==> src/rtl/alu_pkg.sv <==
// Shared encodings for the ALU control decoder and the multiply/divide unit:
// main-decoder op classes, R-type funct values, ALU control codes and FSM states.
package alu_pkg;

  typedef enum logic [1:0] {
    ALUOP_ADD   = 2'b00,
    ALUOP_SUB   = 2'b01,
    ALUOP_RTYPE = 2'b10,
    ALUOP_BAD   = 2'b11
  } aluop_e;

  localparam logic [5:0] F_ADD   = 6'b100000;
  localparam logic [5:0] F_SUB   = 6'b100010;
  localparam logic [5:0] F_AND   = 6'b100100;
  localparam logic [5:0] F_OR    = 6'b100101;
  localparam logic [5:0] F_SLT   = 6'b101010;
  localparam logic [5:0] F_NOR   = 6'b100111;
  localparam logic [5:0] F_MULT  = 6'b011000;
  localparam logic [5:0] F_MULTU = 6'b011001;
  localparam logic [5:0] F_DIV   = 6'b011010;
  localparam logic [5:0] F_DIVU  = 6'b011011;
  localparam logic [5:0] F_MFHI  = 6'b010000;
  localparam logic [5:0] F_MFLO  = 6'b010010;

  localparam logic [3:0] CTL_ADD = 4'b0010;
  localparam logic [3:0] CTL_SUB = 4'b0110;
  localparam logic [3:0] CTL_AND = 4'b0000;
  localparam logic [3:0] CTL_OR  = 4'b0001;
  localparam logic [3:0] CTL_SLT = 4'b0111;
  localparam logic [3:0] CTL_NOR = 4'b1100;
  localparam logic [3:0] CTL_BAD = 4'b1111;

  // Low two funct bits of MULT..DIVU select the operation directly.
  typedef enum logic [1:0] {
    MDU_MULT  = 2'b00,
    MDU_MULTU = 2'b01,
    MDU_DIV   = 2'b10,
    MDU_DIVU  = 2'b11
  } mdu_op_e;

  typedef enum logic [1:0] {
    ST_IDLE = 2'b00,
    ST_BUSY = 2'b01,
    ST_DONE = 2'b10
  } state_e;

  typedef struct packed {
    logic [3:0] ctl;
    logic       illegal;
  } decode_t;

  function automatic logic is_mdu_funct(input logic [5:0] funct);
    return funct[5:2] == F_MULT[5:2];
  endfunction

  function automatic logic is_mf_funct(input logic [5:0] funct);
    return (funct == F_MFHI) || (funct == F_MFLO);
  endfunction

  function automatic decode_t alu_decode(input logic [1:0] alu_op, input logic [5:0] funct);
    decode_t d;
    d.ctl     = CTL_BAD;
    d.illegal = 1'b1;
    case (aluop_e'(alu_op))
      ALUOP_ADD: d = '{ctl: CTL_ADD, illegal: 1'b0};
      ALUOP_SUB: d = '{ctl: CTL_SUB, illegal: 1'b0};
      ALUOP_RTYPE: begin
        case (funct)
          F_ADD:   d = '{ctl: CTL_ADD, illegal: 1'b0};
          F_SUB:   d = '{ctl: CTL_SUB, illegal: 1'b0};
          F_AND:   d = '{ctl: CTL_AND, illegal: 1'b0};
          F_OR:    d = '{ctl: CTL_OR,  illegal: 1'b0};
          F_SLT:   d = '{ctl: CTL_SLT, illegal: 1'b0};
          F_NOR:   d = '{ctl: CTL_NOR, illegal: 1'b0};
          F_MULT, F_MULTU, F_DIV, F_DIVU, F_MFHI, F_MFLO:
                   d = '{ctl: CTL_ADD, illegal: 1'b0};
          default: d = '{ctl: CTL_BAD, illegal: 1'b1};
        endcase
      end
      default: d = '{ctl: CTL_BAD, illegal: 1'b1};
    endcase
    return d;
  endfunction

endpackage

==> src/rtl/mdu_core.sv <==
// Iterative multiply/divide engine: one shift-add or restoring-subtract step per
// cycle on operand magnitudes, with sign correction applied to the final result.
module mdu_core
  import alu_pkg::*;
#(
  parameter int WIDTH = 32
) (
  input  logic             clk,
  input  logic             reset,
  input  logic             i_start,
  input  mdu_op_e          i_op,
  input  logic [WIDTH-1:0] i_a,
  input  logic [WIDTH-1:0] i_b,
  output logic [WIDTH-1:0] o_hi,
  output logic [WIDTH-1:0] o_lo,
  output logic             o_finish
);

  localparam int CNT_W = $clog2(WIDTH + 1);
  localparam logic [CNT_W-1:0] LAST = CNT_W'(WIDTH);

  logic             r_busy;
  logic [CNT_W-1:0] r_count;
  logic             r_div;
  logic             r_neg_q;
  logic             r_neg_r;
  logic             r_b_zero;
  logic [WIDTH-1:0] r_upper;
  logic [WIDTH-1:0] r_lower;
  logic [WIDTH-1:0] r_mb;
  logic [WIDTH-1:0] r_a;

  logic             w_signed;
  logic             w_a_neg;
  logic             w_b_neg;
  logic             w_step;
  logic             w_ge;
  logic [WIDTH-1:0] w_a_mag;
  logic [WIDTH-1:0] w_b_mag;
  logic [WIDTH:0]   w_sum;
  logic [WIDTH:0]   w_shift;
  logic [WIDTH-1:0] w_diff;

  assign w_signed = (i_op == MDU_MULT) || (i_op == MDU_DIV);
  assign w_a_neg  = w_signed && i_a[WIDTH-1];
  assign w_b_neg  = w_signed && i_b[WIDTH-1];
  assign w_a_mag  = w_a_neg ? (~i_a + 1'b1) : i_a;
  assign w_b_mag  = w_b_neg ? (~i_b + 1'b1) : i_b;

  assign o_finish = r_busy && (r_count == LAST);
  assign w_step   = r_busy && !o_finish;

  // Multiply: {upper,lower} holds partial product and unconsumed multiplier bits.
  assign w_sum   = {1'b0, r_upper} + (r_lower[0] ? {1'b0, r_mb} : '0);
  // Divide: upper is the partial remainder, lower shifts dividend out / quotient in.
  assign w_shift = {r_upper, r_lower[WIDTH-1]};
  assign w_ge    = w_shift >= {1'b0, r_mb};
  assign w_diff  = w_shift[WIDTH-1:0] - r_mb;

  // NOTE: clocked state is written with non-blocking '<=' so every register
  // samples pre-edge values regardless of statement order.
  always_ff @(posedge clk) begin
    if (reset) begin
      r_busy  <= 1'b0;
      r_count <= '0;
    end else if (i_start) begin
      r_busy  <= 1'b1;
      r_count <= '0;
    end else if (o_finish) begin
      r_busy  <= 1'b0;
    end else if (r_busy) begin
      r_count <= r_count + CNT_W'(1);
    end
  end

  // NOTE: datapath registers carry no reset; they are always loaded on i_start
  // before anything reads them, and o_hi/o_lo are only captured on o_finish.
  always_ff @(posedge clk) begin
    if (i_start) begin
      r_div    <= (i_op == MDU_DIV) || (i_op == MDU_DIVU);
      r_neg_q  <= w_a_neg ^ w_b_neg;
      r_neg_r  <= w_a_neg;
      r_b_zero <= (i_b == '0);
      r_a      <= i_a;
      r_mb     <= w_b_mag;
      r_upper  <= '0;
      r_lower  <= w_a_mag;
    end else if (w_step) begin
      if (r_div) begin
        r_upper <= w_ge ? w_diff : w_shift[WIDTH-1:0];
        r_lower <= {r_lower[WIDTH-2:0], w_ge};
      end else begin
        r_upper <= w_sum[WIDTH:1];
        r_lower <= {w_sum[0], r_lower[WIDTH-1:1]};
      end
    end
  end

  // NOTE: every combinational output gets a default before any branch, so no
  // path leaves it unassigned and no latch is inferred.
  always_comb begin
    o_hi = '0;
    o_lo = '0;
    if (!r_div) begin
      {o_hi, o_lo} = r_neg_q ? -{r_upper, r_lower} : {r_upper, r_lower};
    end else if (r_b_zero) begin
      o_hi = r_a;
      o_lo = '1;
    end else begin
      o_lo = r_neg_q ? -r_lower : r_lower;
      o_hi = r_neg_r ? -r_upper : r_upper;
    end
  end

endmodule

==> src/rtl/alu_mdu_ctrl.sv <==
// ALU control decoder plus the IDLE/BUSY/DONE sequencer that owns HI/LO and
// stalls the pipeline while the multiply/divide engine is iterating.
module alu_mdu_ctrl
  import alu_pkg::*;
#(
  parameter int WIDTH = 32,
  parameter int CTL_W = 4
) (
  input  logic             clk,
  input  logic             reset,
  input  logic [1:0]       ALUOp,
  input  logic [5:0]       Funct,
  input  logic             start,
  input  logic [WIDTH-1:0] a,
  input  logic [WIDTH-1:0] b,
  output logic [CTL_W-1:0] ALUInput,
  output logic             illegal,
  output logic             stall,
  output logic             done,
  output logic [WIDTH-1:0] hi,
  output logic [WIDTH-1:0] lo,
  output logic [WIDTH-1:0] mdu_result
);

  state_e           r_state;
  state_e           w_state_next;
  logic [WIDTH-1:0] r_hi;
  logic [WIDTH-1:0] r_lo;

  decode_t          w_dec;
  logic             w_rtype;
  logic             w_mdu_op;
  logic             w_mf;
  logic             w_accept;
  logic             w_core_finish;
  logic [WIDTH-1:0] w_core_hi;
  logic [WIDTH-1:0] w_core_lo;

  assign w_dec    = alu_decode(ALUOp, Funct);
  assign ALUInput = CTL_W'(w_dec.ctl);
  assign illegal  = w_dec.illegal;

  assign w_rtype  = (ALUOp == ALUOP_RTYPE);
  assign w_mdu_op = w_rtype && is_mdu_funct(Funct);
  assign w_mf     = w_rtype && is_mf_funct(Funct);

  // A waiting MDU op is taken in DONE too, so back-to-back ops lose no cycle.
  assign w_accept = start && w_mdu_op && (r_state != ST_BUSY);
  assign stall    = !reset && start && (w_mdu_op || w_mf) && (r_state == ST_BUSY);
  assign done     = (r_state == ST_DONE);
  assign hi       = r_hi;
  assign lo       = r_lo;

  mdu_core #(
    .WIDTH(WIDTH)
  ) u_core (
    .clk      (clk),
    .reset    (reset),
    .i_start  (w_accept),
    .i_op     (mdu_op_e'(Funct[1:0])),
    .i_a      (a),
    .i_b      (b),
    .o_hi     (w_core_hi),
    .o_lo     (w_core_lo),
    .o_finish (w_core_finish)
  );

  always_comb begin
    w_state_next = r_state;
    case (r_state)
      ST_IDLE: if (w_accept) w_state_next = ST_BUSY;
      ST_BUSY: if (w_core_finish) w_state_next = ST_DONE;
      ST_DONE: w_state_next = w_accept ? ST_BUSY : ST_IDLE;
      default: w_state_next = ST_IDLE;
    endcase
  end

  always_ff @(posedge clk) begin
    if (reset) begin
      r_state <= ST_IDLE;
    end else begin
      r_state <= w_state_next;
    end
  end

  always_ff @(posedge clk) begin
    if (reset) begin
      r_hi <= '0;
      r_lo <= '0;
    end else if ((r_state == ST_BUSY) && w_core_finish) begin
      r_hi <= w_core_hi;
      r_lo <= w_core_lo;
    end
  end

  always_comb begin
    mdu_result = '0;
    if (w_rtype && (Funct == F_MFHI)) begin
      mdu_result = r_hi;
    end else if (w_rtype && (Funct == F_MFLO)) begin
      mdu_result = r_lo;
    end
  end

endmodule

==> config.mk <==
export PLATFORM = sky130hd
export DESIGN_NAME = alu_mdu_ctrl
export DESIGN_NICKNAME = d
export VERILOG_FILES = /design/src/rtl/alu_pkg.sv /design/src/rtl/mdu_core.sv /design/src/rtl/alu_mdu_ctrl.sv
export SDC_FILE = /design/constraint.sdc
export NUM_CORES = 1
export LEC_CHECK = 0
export CAP_MARGIN = 5
export CORE_MARGIN = 1
export CORE_UTILIZATION = 50
export CTS_CLUSTER_SIZE = 30
export DETAILED_ROUTE_END_ITERATION = 16
export MAX_ROUTING_LAYER = met4
export PLACE_DENSITY = 0.72
export SETUP_SLACK_MARGIN = 0.15
export SKIP_CTS_REPAIR_TIMING = 1
export SLEW_MARGIN = 15
export SYNTH_ARGS = -nofsm -noshare
export SYNTH_HDL_FRONTEND = slang
export SYNTH_SLANG_ARGS = --single-unit
export TNS_END_PERCENT = 1
==> constraint.sdc <==
create_clock -name clk -period 6 [get_ports clk]
set_input_delay 0.6 -clock clk [delete_from_list [all_inputs] [get_ports clk]]
set_output_delay 0.6 -clock clk [all_outputs]
set_load 0.01 [all_outputs]
======== Word level (Yosys, flattened, before mapping) ========
Index checks and enable logic that the tools add are counted.
storage, ports and cells
  RAM bits ................................ 0
  ROM bits ................................ 0
  memories kept ........................... 0
  bits in latches ......................... 0
  output and inout bits ................... 103
  logic and storage cells ................. 104
  bits in registers ....................... 205
  input port bits ......................... 75
operators by class
  divide/modulo/power cells ............... 0
  bitwise gates (word level) .............. 4
  shifts and indexed selects .............. 0
  equality and inequality tests ........... 23
  multiply operators ...................... 0
  muxes and demuxes ....................... 25
  add/subtract/negate cells ............... 8
  reductions and logical operators ........ 30
  order comparisons ....................... 1
operators with widths
  operator               number
  $mux 32                16
  $add 32x1->32 const B  2
  $mux 64                1
  $neg 32->32            2
  $neg 64->64            1
  $not 32->32            2
  $eq 6x6->1 const B     7
  $eq 6x5->1 const B     6
  $add 32x33->33         1
  $ge 33x32->1           1
  $logic_not 32->1       1
  $sub 32x32->32         1
  $pmux 5 s6             1
  $pmux 5 s3             1
  $logic_and 1x1->1      14
  $eq 2x2->1 const B     4
  $reduce_or 7->1        1
  $add 6x1->6 const B    1
  $logic_not 2->1        3
  $pmux 2 s3             1
  $eq 2x1->1 const B     2
  $eq 4x3->1 const B     1
  $logic_or 1x1->1       4
  $mux 2                 2
  9 further kinds        15

======== Logic depth before layout (Yosys ltp) ========
  depth after elaboration ................. 6
  gate-level depth with buffers ........... 14
  mapped depth without buffers ............ 13

======== By module ========
Synthesis repeated with hierarchy kept, for this count alone.
unflattened totals
  cell total of the unflattened synthesis .. 2044
  area, all modules ....................... 15867.7 sq um
by module, submodules not included
  module        area each (sq um)  seq. area each (sq um)  times used  cells each
  mdu_core      12985.0            3783.6                  1           1650
  alu_mdu_ctrl  2882.8             1321.3                  1           394

======== Worst setup path after synthesis ========
Ideal clock, no wire load.
  path kind ............................... input to register
  start point ............................. input Funct[2]
  end point ............................... register u_core.r_lower[1], data pin
  buffers on the path ..................... 2
  data required time ...................... 5.622 ns
  stages on the path ...................... 7
  arrival time ............................ 3.858 ns
  path slack .............................. 1.764 ns
  library setup time ...................... 0.378 ns
  cells stage by stage .................... nor3b_1 and2_1 nand4_1 inv_1 clkbuf_1 clkbuf_1 a31oi_1
between the ends
  cells in the longest elaborated chain, start to end .. 5
RTL lines
  item                            line                text
  start: declaration              alu_mdu_ctrl.sv:12  input logic [5:0] Funct,
  $eq 4x3->1                      alu_pkg.sv:53       return funct[5:2] == F_MULT[5:2];
  $logic_and 1x1->1               alu_mdu_ctrl.sv:44  assign w_mdu_op = w_rtype && is_mdu_funct(Funct);
  $logic_and 1x1->1 (2 in a row)  alu_mdu_ctrl.sv:48  assign w_accept = start && w_mdu_op && (r_state != ST_BUSY);
  named net u_core.i_start        mdu_core.sv:10      input logic i_start,
  $mux 32                         mdu_core.sv:79      if (i_start) begin
  end signal: assignment          mdu_core.sv:87      r_lower <= w_a_mag;
  end signal: assignment          mdu_core.sv:91      r_lower <= {r_lower[WIDTH-2:0], w_ge};
  end signal: assignment          mdu_core.sv:94      r_lower <= {w_sum[0], r_lower[WIDTH-1:1]};
  end: declaration                mdu_core.sv:29      logic [WIDTH-1:0] r_lower;
The timed path passes the listed nets, and every way through them passes these cells.
A chain may end at the register's enable or synchronous reset.

======== Worst setup path in the final report ========
  start point ............................. register u_core.r_lower[0]
  end point ............................... register u_core.r_upper[31]
between the ends
  cells in the longest elaborated chain, start to end .. 3
RTL lines
  item                    line            text
  $mux 32                 mdu_core.sv:54  assign w_sum = {1'b0, r_upper} + (r_lower[0] ? {1'b0, r_mb} : '0);
  $add 32x33->33          mdu_core.sv:54
  $mux 32                 mdu_core.sv:89  if (r_div) begin
  end signal: assignment  mdu_core.sv:90  r_upper <= w_ge ? w_diff : w_shift[WIDTH-1:0];
  end signal: assignment  mdu_core.sv:93  r_upper <= w_sum[WIDTH:1];
  end: declaration        mdu_core.sv:28  logic [WIDTH-1:0] r_upper;
Every way passes these cells.

==> impl_metrics.env <==
export IMPL_outcome="complete, no violations"
export IMPL_first_iter_violations=1971
export IMPL_start_kind="register"
export IMPL_avgViaCountPerCell=6.41
export IMPL_synth_seq_area_share_pct=31.9
export IMPL_ant_nets=0
export IMPL_utilization_pct=59.6
export IMPL_dr_pass1_iters=7
export IMPL_dieArea_sq_um=32700
export IMPL_clkSinkCount=205
export IMPL_critPathArrivalTime_ps=4450
export IMPL_clock_root_buffer="clkbuf_16"
export IMPL_multiInputGateArea_sq_um=10100
export IMPL_worstHoldStart="hi[16]"
export IMPL_cts_tree="built"
export IMPL_io_pin_count=178
export IMPL_syn_cell_area_sq_um=16000
export IMPL_power_density_nw_per_um2=241
export IMPL_fp_coreArea_sq_um=31600
export IMPL_slew_viol_final=0
export IMPL_wl_met3_microns=5080
export IMPL_rsz0062_at_grt="no"
export IMPL_num_vias=15911
export IMPL_async_reset_ff_share_pct=0
export IMPL_setup_viol_count_final=0
export IMPL_start_util_pct=50.7
export IMPL_yosys_register_bits=205
export IMPL_critical_path_class="register to register"
export IMPL_area_delta_synth_final_pct=17.6
export IMPL_hold_viol=0
export IMPL_tightest_slew_ps=1110
export IMPL_seqCellArea_sq_um=5100
export IMPL_p_leak_nw=6.97
export IMPL_h_tree_depth=1
export IMPL_drt_wl_total_microns=54400
export IMPL_clock_skew_ps=27.8
export IMPL_grt_max_degree=137
export IMPL_insertion_delay_ps=550
export IMPL_holdPathEnd="hi[16]"
export IMPL_rows=65
export IMPL_wl_per_cell_microns=21.9
export IMPL_fin_crit_ps=3950
export IMPL_yosysWarningCount=0
export IMPL_drive_gt1_share_pct=5.67
export IMPL_synth_cell_types=84
export IMPL_overflow=0
export IMPL_port_buffers=177
export IMPL_grt_pass1_vias=14651
export IMPL_wl_met1_microns=23000
export IMPL_track_usage_pct=33.4
export IMPL_postSynthCellCount=1963
export IMPL_postSynthAreaPerCell_sq_um=8.15
export IMPL_met2_length_microns=24700
export IMPL_setup_tns_final_ps=0
export IMPL_fmaxAchievable_mhz=253
export IMPL_topRoutingLayerUsed="met4"
export IMPL_maxSlewHeadroom_pct=25.7
export IMPL_clockBufferDepth=3
export IMPL_final_cell_mix="201 x nor2_1, 176 x nand2_1, 176 x clkdlybuf4s50_1"
export IMPL_cp_end_kind="register"
export IMPL_final_common_cell="nor2_1"
export IMPL_final_nets=2210
export IMPL_die_width_microns=181
export IMPL_drc_errors=0
export IMPL_worstHoldPathCells=2
export IMPL_rr_endpoint="u_core.r_upper[31]"
export IMPL_drv_cap=0
export IMPL_cts_reportedPaths_clkPinSlew_ps=60
export IMPL_synthFlopType="dfxtp_1"
export IMPL_syn_nets=2110
export IMPL_num_fill_cells=2847
export IMPL_ff2ff_path_depth=13
export IMPL_rrSetupSlack_ps=2050
export IMPL_hold_path_class="register to register"
export IMPL_synth_edf_count=100
export IMPL_diodes=0
export IMPL_cts_buffers=25
export IMPL_worstPathRequired_ps=6500
export IMPL_vdd_ir_drop_max_mv=0.178
export IMPL_hold_slack_ps=498
export IMPL_min_period_over_period_pct=65.9
export IMPL_gp_congestion=0.995
export IMPL_r2r_start="u_core.r_lower[0]"
export IMPL_grt_pass1_wl_microns=83400
export IMPL_post_dp_hpwl_microns=40700
export IMPL_die_h_microns=181
export IMPL_antenna_found_initial=1
export IMPL_path_max_fanout=33
cell usage after synthesis (all sizes together), types with 18 or more instances:
library cell	count	area share, %
nor3	39	1.3
nand4	20	0.82
a21oi	147	4.6
nand3	50	1.6
mux2i	44	2.8
xor2	71	3.9
a211oi	38	1.8
a21o	33	1.5
nor4	26	1.3
o31ai	26	1.3
xnor2	107	5.9
nand2	176	4.1
nor2b	18	0.70
edfxtp	100	19
a22o	41	2.2
or4	23	1.2
o21ai	166	5.2
dfxtp	105	13
a31oi	33	1.3
ha	70	5.5
inv	75	1.8
buf	21	0.67
nor2	203	4.8
clkbuf	108	2.5
where the power goes:
| part | total (mW) | internal [mW] | switching [mW] |
|---|---|---|---|
| combinational | 1.28 | 0.549 | 0.735 |
| sequential | 1.71 | 1.52 | 0.187 |
| clock | 1.55 | 0.938 | 0.607 |
metrics by stage:
step,total power [mW],cells,setup slack [ps],instance area (sq um)
after floorplan,2.60,1963,1760,16000
after global placement,2.95,2438,1850,18000
after detailed placement,2.97,2438,2040,18000
after CTS,4.51,2484,2100,18800
after global routing,4.73,2484,1760,18800
final,4.54,2484,2050,18800
worst max-delay path by stage:
stage	cells after the start	startpoint	to	slack (ps)
after floorplan	7	Funct[2]	u_core.r_lower[1]	1760
final	13	u_core.r_lower[0]	u_core.r_upper[31]	2050
after global placement	5	Funct[0]	mdu_result[25]	1850
after detailed placement	10	Funct[2]	u_core.r_upper[28]	2040
after CTS	13	u_core.r_lower[0]	u_core.r_upper[31]	2100
after global routing	12	u_core.r_upper[2]	u_core.r_upper[12]	1760
registers in the layout, indices dropped and copies added (netlist names):
register / cells
hi: 32
lo: 32
r_state: 2
u_core.r_a: 32
u_core.r_b_zero: 1
u_core.r_busy: 1
u_core.r_count: 6
u_core.r_div: 1
u_core.r_lower: 32
u_core.r_mb: 32
u_core.r_neg_q: 1
u_core.r_neg_r: 1
u_core.r_upper: 32
kinds of logic (layout without fill, tap and decap cells):
family | after synthesis | count (layout) | share of synthesized area, %
compound gates | 615 | 615 | 25.0
buf+inv | 204 | 323 | 4.96
simple gates | 632 | 632 | 19.0
fa+ha+maj | 72 | 72 | 5.72
flops | 205 | 205 | 31.9
mux | 57 | 57 | 3.67
xor+xnor | 178 | 178 | 9.74
layer usage:
| layer | vias to the layer above | track usage (%) |
|---|---|---|
| li1 | 7406 | - |
| met1 | 7593 | 45.0 |
| met2 | 800 | 52.0 |
| met3 | 112 | 4.43 |
| met4 | 0 | 10.1 |
| met5 | - | - |
area by class of cell:
| class | count | area share [%] |
|---|---|---|
| inverter | 75 | 1.51 |
| timing repair buffer | 202 | 10.5 |
| clock inverter | 8 | 0.479 |
| clock buffer | 38 | 3.96 |
| multi-input combinational | 1554 | 53.8 |
| tap | 402 | 2.67 |
| sequential | 205 | 27.1 |
critical path: stages, from the launching register on:
cell,delay [ps]
edfxtp_1,510
inv_1,90
buf_4,370
nor2_1,100
ha_1,380
a21oi_1,130
o22ai_1,410
a311oi_1,240
nor4_1,760
o31ai_1,290
nor3_1,320
o31ai_1,100
o41a_1,120
nand2_1,60
No activity file was read; power rests on OpenSTA's default activity.
